## config.mk

```make
export PLATFORM = sky130hd
export DESIGN_NAME = riscv_v_csr_ctrl
export DESIGN_NICKNAME = d
export VERILOG_FILES = /design/src/rtl/riscv_v_pkg.sv /design/src/rtl/riscv_v_vlmax_calc.sv /design/src/rtl/riscv_v_csr_ctrl.sv
export SDC_FILE = /design/constraint.sdc
export NUM_CORES = 1
export LEC_CHECK = 0
export ABC_AREA = 1
export BUFFER_PORTS_ARGS = -buffer_cell sky130_fd_sc_hd__buf_2
export CAP_MARGIN = 20
export CORE_ASPECT_RATIO = 0.75
export CORE_UTILIZATION = 50
export DETAILED_ROUTE_END_ITERATION = 16
export HOLD_SLACK_MARGIN = 0.15
export PLACE_DENSITY = 0.81
export SLEW_MARGIN = 20
export SYNTH_ARGS = -nofsm -noshare
export SYNTH_HDL_FRONTEND = slang
export SYNTH_SLANG_ARGS = --single-unit
```

## constraint.sdc

```tcl
create_clock -name clk -period 4.22 [get_ports clk]
set_clock_uncertainty 0.2 [all_clocks]
set_input_delay 0.422 -clock clk [delete_from_list [all_inputs] [get_ports clk]]
set_output_delay 0.422 -clock clk [all_outputs]
set_load 0.02 [all_outputs]
```

## src/rtl/riscv_v_pkg.sv

```systemverilog
// Shared definitions for the RISC-V vector CSR controller: CSR addresses,
// vtype field encodings, VS status encodings and reset values.
package riscv_v_pkg;

    // Vector CSR addresses
    localparam logic [11:0] CSR_VSTART = 12'h008;
    localparam logic [11:0] CSR_VXSAT  = 12'h009;
    localparam logic [11:0] CSR_VXRM   = 12'h00A;
    localparam logic [11:0] CSR_VCSR   = 12'h00F;
    localparam logic [11:0] CSR_VL     = 12'hC20;
    localparam logic [11:0] CSR_VTYPE  = 12'hC21;
    localparam logic [11:0] CSR_VLENB  = 12'hC22;

    // vsew encodings; 3'b1xx are reserved
    typedef enum logic [2:0] {
        VSEW_8  = 3'd0,
        VSEW_16 = 3'd1,
        VSEW_32 = 3'd2,
        VSEW_64 = 3'd3
    } vsew_e;

    // vlmul encodings; 3'b100 is reserved
    typedef enum logic [2:0] {
        LMUL_1    = 3'b000,
        LMUL_2    = 3'b001,
        LMUL_4    = 3'b010,
        LMUL_8    = 3'b011,
        LMUL_RSVD = 3'b100,
        LMUL_F8   = 3'b101,
        LMUL_F4   = 3'b110,
        LMUL_F2   = 3'b111
    } vlmul_e;

    // Low byte of vtype; the upper XLEN-8 bits are vill plus reserved zeros
    typedef struct packed {
        logic       vma;
        logic       vta;
        logic [2:0] vsew;
        logic [2:0] vlmul;
    } vtype_lo_t;

    // VS status field encodings
    localparam logic [1:0] VS_OFF     = 2'd0;
    localparam logic [1:0] VS_INITIAL = 2'd1;
    localparam logic [1:0] VS_CLEAN   = 2'd2;
    localparam logic [1:0] VS_DIRTY   = 2'd3;

    // Reset values for the fixed-width CSR fields
    localparam logic [1:0] VXRM_RST  = 2'd0;
    localparam logic       VXSAT_RST = 1'b0;
    localparam logic [1:0] VS_RST    = VS_OFF;

    // True for the writable vector CSRs
    function automatic logic is_rw_csr(input logic [11:0] addr);
        return (addr == CSR_VSTART) || (addr == CSR_VXSAT) ||
               (addr == CSR_VXRM)   || (addr == CSR_VCSR);
    endfunction

endpackage

```

## src/rtl/riscv_v_vlmax_calc.sv

```systemverilog
// Combinational vtype decoder: derives VLMAX and the vill flag from a raw
// vtype operand for the given VLEN/ELEN.
module riscv_v_vlmax_calc
    import riscv_v_pkg::*;
#(
    parameter int unsigned VLEN = 128,
    parameter int unsigned ELEN = 64,
    parameter int unsigned XLEN = 32
) (
    input  logic [XLEN-1:0]        vtype,
    output logic [$clog2(VLEN):0]  vlmax,
    output logic                   vill
);

    localparam int unsigned CW = $clog2(VLEN) + 1;

    vtype_lo_t   f;
    logic [31:0] per_reg;
    logic [31:0] sew_bits;
    logic [31:0] elen_frac;
    logic [31:0] vlmax_full;
    logic [1:0]  frac_n;
    logic        frac;

    assign f = vtype[7:0];

    // Decode SEW/LMUL, check legality and scale VLEN/SEW by LMUL
    always_comb begin
        per_reg   = 32'(VLEN) >> ({1'b0, f.vsew[1:0]} + 3'd3);
        sew_bits  = 32'd8 << f.vsew[1:0];
        frac      = f.vlmul[2] && (f.vlmul != LMUL_RSVD);
        // 111 -> 1, 110 -> 2, 101 -> 3 (LMUL = 1/2^n)
        frac_n    = (~f.vlmul[1:0]) + 2'd1;
        elen_frac = 32'(ELEN) >> frac_n;

        vill = 1'b0;
        if (f.vsew[2])                    vill = 1'b1;
        if (f.vlmul == LMUL_RSVD)         vill = 1'b1;
        if (sew_bits > 32'(ELEN))         vill = 1'b1;
        if (frac && sew_bits > elen_frac) vill = 1'b1;
        if (|vtype[XLEN-2:8])             vill = 1'b1;

        if (frac) vlmax_full = per_reg >> frac_n;
        else      vlmax_full = per_reg << f.vlmul[1:0];

        vlmax = vill ? '0 : vlmax_full[CW-1:0];
    end

    logic unused_bits;
    assign unused_bits = ^{vtype[XLEN-1], f.vma, f.vta, vlmax_full[31:CW]};

endmodule

```

## src/rtl/riscv_v_csr_ctrl.sv

```systemverilog
// Vector CSR controller: holds vtype/vl/vstart/vxrm/vxsat/VS state, executes
// vsetvl/vsetvli/vsetivli through a three-state handshaked pipeline and
// services CSR reads/writes from the decode stage.
module riscv_v_csr_ctrl
    import riscv_v_pkg::*;
#(
    parameter int unsigned VLEN = 128,
    parameter int unsigned ELEN = 64,
    parameter int unsigned XLEN = 32
) (
    input  logic                      clk,
    input  logic                      rst,
    input  logic                      vset_valid,
    output logic                      vset_ready,
    input  logic [XLEN-1:0]           vset_avl,
    input  logic [XLEN-1:0]           vset_vtype,
    input  logic                      vset_rs1_x0,
    input  logic                      vset_rd_x0,
    output logic                      vset_resp_valid,
    output logic [XLEN-1:0]           vset_resp_vl,
    input  logic                      csr_wr_en,
    input  logic [11:0]               csr_wr_addr,
    input  logic [XLEN-1:0]           csr_wdata,
    input  logic [11:0]               csr_rd_addr,
    output logic [XLEN-1:0]           csr_rdata,
    output logic                      csr_illegal,
    input  logic                      elem_commit,
    input  logic                      instr_done,
    input  logic                      sat_set,
    output logic [XLEN-1:0]           vtype_out,
    output logic [$clog2(VLEN):0]     vl_out,
    output logic [$clog2(VLEN)-1:0]   vstart_out,
    output logic [1:0]                vxrm_out,
    output logic [1:0]                vs_out
);

    localparam int unsigned CW = $clog2(VLEN) + 1;
    localparam int unsigned SW = $clog2(VLEN);
    localparam logic [XLEN-1:0] VTYPE_VILL = {1'b1, {(XLEN-1){1'b0}}};

    typedef enum logic [1:0] {
        S_IDLE,
        S_CALC,
        S_COMMIT
    } state_e;

    state_e          state;
    logic            ready_q;
    logic            resp_valid_q;
    logic [XLEN-1:0] resp_vl_q;
    logic [XLEN-1:0] avl_q;
    logic [XLEN-1:0] vtype_in_q;
    logic            rs1_x0_q;
    logic            rd_x0_q;
    logic [XLEN-1:0] vtype_q;
    logic [CW-1:0]   vl_q;
    logic [SW-1:0]   vstart_q;
    logic [1:0]      vxrm_q;
    logic            vxsat_q;
    logic [1:0]      vs_q;
    logic            illegal_q;

    logic [CW-1:0]   calc_vlmax;
    logic            calc_vill;
    logic [CW-1:0]   new_vl;
    logic            new_vill;
    logic            vset_upd;
    logic            wr_legal;
    logic            wr_bad;

    riscv_v_vlmax_calc #(
        .VLEN (VLEN),
        .ELEN (ELEN),
        .XLEN (XLEN)
    ) u_vlmax_calc (
        .vtype (vtype_in_q),
        .vlmax (calc_vlmax),
        .vill  (calc_vill)
    );

    // Resolve the new vl (and late vill for the keep-vl form) from captured operands
    always_comb begin
        new_vill = calc_vill;
        new_vl   = vl_q;
        if (!calc_vill) begin
            if (!rs1_x0_q)
                new_vl = (avl_q < XLEN'(calc_vlmax)) ? avl_q[CW-1:0] : calc_vlmax;
            else if (!rd_x0_q)
                new_vl = calc_vlmax;
            else if (calc_vlmax < vl_q)
                new_vill = 1'b1;
        end
        if (new_vill) new_vl = '0;
    end

    assign vset_upd = (state == S_CALC);
    assign wr_legal = csr_wr_en &&  is_rw_csr(csr_wr_addr);
    assign wr_bad   = csr_wr_en && !is_rw_csr(csr_wr_addr);

    // vset FSM; vtype/vl are written on the CALC->COMMIT edge so they are
    // visible together with the response pulse during COMMIT
    always_ff @(posedge clk or negedge rst) begin
        if (!rst) begin
            state        <= S_IDLE;
            ready_q      <= 1'b1;
            resp_valid_q <= 1'b0;
            resp_vl_q    <= '0;
            avl_q        <= '0;
            vtype_in_q   <= '0;
            rs1_x0_q     <= 1'b0;
            rd_x0_q      <= 1'b0;
            vtype_q      <= VTYPE_VILL;
            vl_q         <= '0;
        end else begin
            case (state)
                S_IDLE: begin
                    if (vset_valid && ready_q) begin
                        avl_q      <= vset_avl;
                        vtype_in_q <= vset_vtype;
                        rs1_x0_q   <= vset_rs1_x0;
                        rd_x0_q    <= vset_rd_x0;
                        ready_q    <= 1'b0;
                        state      <= S_CALC;
                    end
                end
                S_CALC: begin
                    vtype_q      <= new_vill ? VTYPE_VILL : {1'b0, vtype_in_q[XLEN-2:0]};
                    vl_q         <= new_vl;
                    resp_vl_q    <= XLEN'(new_vl);
                    resp_valid_q <= 1'b1;
                    state        <= S_COMMIT;
                end
                S_COMMIT: begin
                    resp_valid_q <= 1'b0;
                    ready_q      <= 1'b1;
                    state        <= S_IDLE;
                end
                default: begin
                    resp_valid_q <= 1'b0;
                    ready_q      <= 1'b1;
                    state        <= S_IDLE;
                end
            endcase
        end
    end

    // CSR state: vstart tracking, sticky vxsat, vxrm, VS dirty and illegal pulse
    always_ff @(posedge clk or negedge rst) begin
        if (!rst) begin
            vstart_q  <= '0;
            vxrm_q    <= VXRM_RST;
            vxsat_q   <= VXSAT_RST;
            vs_q      <= VS_RST;
            illegal_q <= 1'b0;
        end else begin
            illegal_q <= wr_bad;

            if (wr_legal && csr_wr_addr == CSR_VSTART) vstart_q <= csr_wdata[SW-1:0];
            else if (vset_upd || instr_done)           vstart_q <= '0;
            else if (elem_commit)                      vstart_q <= vstart_q + 1'b1;

            if (wr_legal && (csr_wr_addr == CSR_VXSAT || csr_wr_addr == CSR_VCSR))
                vxsat_q <= csr_wdata[0] | sat_set;
            else if (sat_set)
                vxsat_q <= 1'b1;

            if (wr_legal && csr_wr_addr == CSR_VXRM)      vxrm_q <= csr_wdata[1:0];
            else if (wr_legal && csr_wr_addr == CSR_VCSR) vxrm_q <= csr_wdata[2:1];

            if (wr_legal || vset_upd) vs_q <= VS_DIRTY;
        end
    end

    // Combinational CSR read port
    always_comb begin
        csr_rdata = '0;
        case (csr_rd_addr)
            CSR_VSTART: csr_rdata = XLEN'(vstart_q);
            CSR_VXSAT:  csr_rdata = XLEN'(vxsat_q);
            CSR_VXRM:   csr_rdata = XLEN'(vxrm_q);
            CSR_VCSR:   csr_rdata = XLEN'({vxrm_q, vxsat_q});
            CSR_VL:     csr_rdata = XLEN'(vl_q);
            CSR_VTYPE:  csr_rdata = vtype_q;
            CSR_VLENB:  csr_rdata = XLEN'(VLEN / 8);
            default:    csr_rdata = '0;
        endcase
    end

    assign vset_ready      = ready_q;
    assign vset_resp_valid = resp_valid_q;
    assign vset_resp_vl    = resp_vl_q;
    assign csr_illegal     = illegal_q;
    assign vtype_out       = vtype_q;
    assign vl_out          = vl_q;
    assign vstart_out      = vstart_q;
    assign vxrm_out        = vxrm_q;
    assign vs_out          = vs_q;

    logic unused_wdata;
    assign unused_wdata = ^csr_wdata[XLEN-1:SW];

endmodule
```

==> metrics.md <==
| Metric | Value |
|---|---|
| Top FF cell, synth | `dfrtp_1` |
| Slew Limit Headroom | `35.26%` |
| Largest net degree at the start of global routing | `74` |
| Crit end category | `register` |
| Core Area | `12440 µm²` |
| Die area | `13400 µm²` |
| Clock Tree Buf Depth | `2` |
| Worst setup margin | `400.0 ps` |
| LEAKAGE | `4.781 nW` |
| Final non-filler cell total | `1288` |
| Worst skew pair latency | `410 ps` |
| Mapped Area | `6470 µm²` |
| Max-cap violations | `0` |
| Fraction of layout cells with a size suffix above 1 | `22.99%` |
| Synth warnings | `0` |
| Worst VDD drop | `0.4015 mV` |
| # diodes | `0` |
| Grt ovf | `0` |
| # rows | `35` |
| DRT iter0 DRCs | `315` |
| Number of flops mapped to enable cells by yosys | `0` |
| H-tree depth | `4` |
| Hpwl dp | `11900 µm` |
| RSZ-0062 raised after global routing | `no` |
| FF-to-FF Start | `vtype_in_q[0]` |
| Vias in the first global route | `5947` |
| Critical setup path kind | `reg -> reg` |
| Type of the most critical hold path | `in -> reg` |
| Setup Viol. Count Final | `0` |
| Crit start category | `register` |
| Synth Area per Inst | `7.621 µm²` |
| Gr usage total | `27.74%` |
| CP max FO | `11` |
| Synth-to-Final Area Change | `36.82%` |
| Flops & latches, synth | `121` |
| Critical Path RT | `4320 ps` |
| Routed len/inst | `13.99 µm` |
| # fillers | `1002` |
| Pre-Repair DR Iteration Count | `5` |
| Slew @ Worst Pin | `968.7 ps` |
| Die width | `133.4 µm` |
| Initial antenna violation count | `0` |
| Endpoints failing hold | `0` |
| First-pass GRT wire length | `28860 µm` |
| Max Used Layer | `met4` |
| Max Slew Vio Count | `0` |
| Pre-CTS WS | `230.7 ps` |
| Met3 WL | `1376 µm` |
| Input/output buffers | `196` |
| Commonest non-fill, non-tap cells in the layout | `nand2_1 (282), buf_2 (195), dfrtp_1 (119), nor2_1 (104), inv_1 (102)` |
| Worst setup path startpoint | `vtype_in_q[0]` |
| TNS Setup | `0 ps` |
| Part of the cycle the worst path needs | `90.52%` |
| CTS Buf Count | `17` |
| Via density | `4.932` |
| # DRC | `0` |
| P per Cell Area | `535.6 nW/µm²` |
| Fmax | `261.8 MHz` |
| Root buffer selected by CTS | `clkbuf_16` |
| Asr flop ratio synth | `100.0%` |
| Period minus WS final | `3820 ps` |
| Mapped Cells | `849` |
| Commonest non-fill, non-tap cell in the layout | `nand2_1` |
| Worst-path clk slew | `60 ps` |
| IO Count | `247` |
| Yosys cell types | `47` |
| Die Ht | `100.5 µm` |
| Outcome | `completed` |
| Met2 wire length | `8448 µm` |
| Hold Crit Start | `csr_wdata[3]` |
| Wl on met1 | `7989 µm` |
| Placer Congestion | `0.8667` |
| CTS tree | `built` |
| Crit path DAT | `3920 ps` |
| Vias | `6353` |
| Sequential area share after synthesis | `46.84%` |
| DRT antenna net count | `0` |
| DP Cell Count | `1183` |
| Sinks on Clock Net | `121` |
| Final Net Count | `1261` |
| WL final | `18020 µm` |
| Initial Util | `52.02%` |
| Final Total Pwr | `0.004741 W` |
[routing by layer]
metal  global-route usage (%)  vias to the layer above
met5                        0                        -
met4                    7.080                        0
met3                    7.190                       17
met2                    45.63                      254
met1                    36.70                     2944
li1                         -                     3138
[cell usage after synthesis (2+ instances only)]
| cell | n | area (µm²) |
|---|---|---|
| nand2_1 | 283 | 1062 |
| dfrtp_1 | 119 | 2978 |
| nor2_1 | 107 | 401.6 |
| inv_1 | 102 | 382.9 |
| nand3_1 | 37 | 185.2 |
| buf_4 | 33 | 247.7 |
| o21ai_0 | 28 | 140.1 |
| ha_1 | 23 | 287.8 |
| clkbuf_1 | 15 | 56.30 |
| a21oi_1 | 8 | 40.04 |
| nor3_1 | 8 | 40.04 |
| nor4_1 | 8 | 50.05 |
| nand4_1 | 7 | 43.79 |
| o221ai_1 | 7 | 61.31 |
| buf_1 | 6 | 22.52 |
| nand2_2 | 6 | 37.54 |
| nand3b_1 | 4 | 30.03 |
| o21ai_1 | 4 | 20.02 |
| o22ai_1 | 4 | 25.02 |
| inv_2 | 3 | 11.26 |
| a221oi_1 | 2 | 17.52 |
| a31oi_1 | 2 | 12.51 |
| buf_6 | 2 | 22.52 |
| dfstp_2 | 2 | 52.55 |
| nand3_2 | 2 | 20.02 |
| nor3b_1 | 2 | 15.01 |
| o211ai_1 | 2 | 15.01 |
| o21ai_2 | 2 | 17.52 |
| o31ai_1 | 2 | 15.01 |
| or2_1 | 2 | 12.51 |
[power breakdown]
group	internal (W)	leakage [nW]	switching (W)
Sequential	0.00150	1.56	0.000236
Combinational	0.000531	2.92	0.000919
Clock	0.00101	0.300	0.000545
Total	0.00304	4.78	0.00170
[sequential cells by signal (all words and copies together) (netlist names)]
signal,cells
vs_out,1
state,2
vset_ready,1
vset_resp_valid,1
vtype_out,32
vxrm_out,2
csr_illegal,1
vxsat_q,1
rs1_x0_q,1
vtype_in_q,31
avl_q,32
vstart_out,7
vset_resp_vl,8
rd_x0_q,1
[worst paths after layout]
| path | endpoint | slack [ps] | cells after the start |
|---|---|---|---|
| min in group asynchronous | vtype_out[17] | 400 | 2 |
| worst min register to register | vtype_in_q[10] | 280 | 2 |
| max in group asynchronous | vset_ready | 2580 | 3 |
| worst min-delay path | vstart_out[3] | 160 | 5 |
| worst max register to register | vset_resp_vl[6] | 400 | 20 |
| worst max-delay path | vset_resp_vl[6] | 400 | 20 |
[area by class of cell]
type,count,area (µm²),area share (%)
clock buffers,19,442.9,5.004
inverters,105,395.4,4.466
repair buffers,275,1772,20.01
clock inverters,13,195.2,2.205
multi-input cells,589,2809,31.73
flip-flops and latches,121,3030,34.23
well taps,166,207.7,2.346
[repair_timing]
item,CTS,global route
resized for setup,0,6
endpoints found under the setup margin,0,8
hold endpoints to repair,124,0
hold buffers,73,0
buffers inserted,0,0
[kinds of logic after synthesis]
group	share of synthesized area [%]
simple gates	29.80
buf+inv	11.56
flops	46.84
compound gates	7.155
fa+ha+maj	4.448
xor+xnor	0.1354
other cells	0.05796
[metrics by stage]
stage               util [%]  area, µm²  hold WS (ps)
CTS                    71.02       8832         150.8
detailed placement     60.01       7463         258.1
global placement       60.01       7463         254.9
global route           71.18       8852         180.6
finish                 71.18       8852         160.2
floorplan                  -       6556        -73.59
[worst max-delay path: stages, from the launching register on]
cell	delay, ps
dfrtp_1	380
inv_2	130
ha_1	180
inv_1	60
ha_1	310
nand4_1	90
and2_1	140
nand2_1	120
nand2_2	150
inv_1	150
nand2_1	90
nor2_2	120
inv_1	70
ha_1	310
a2111oi_2	350
nand4_1	140
nor2_2	180
nand2_4	110
or2_2	280
nand3_1	80
nand2_1	50
(Power assumes the default switching activity.)
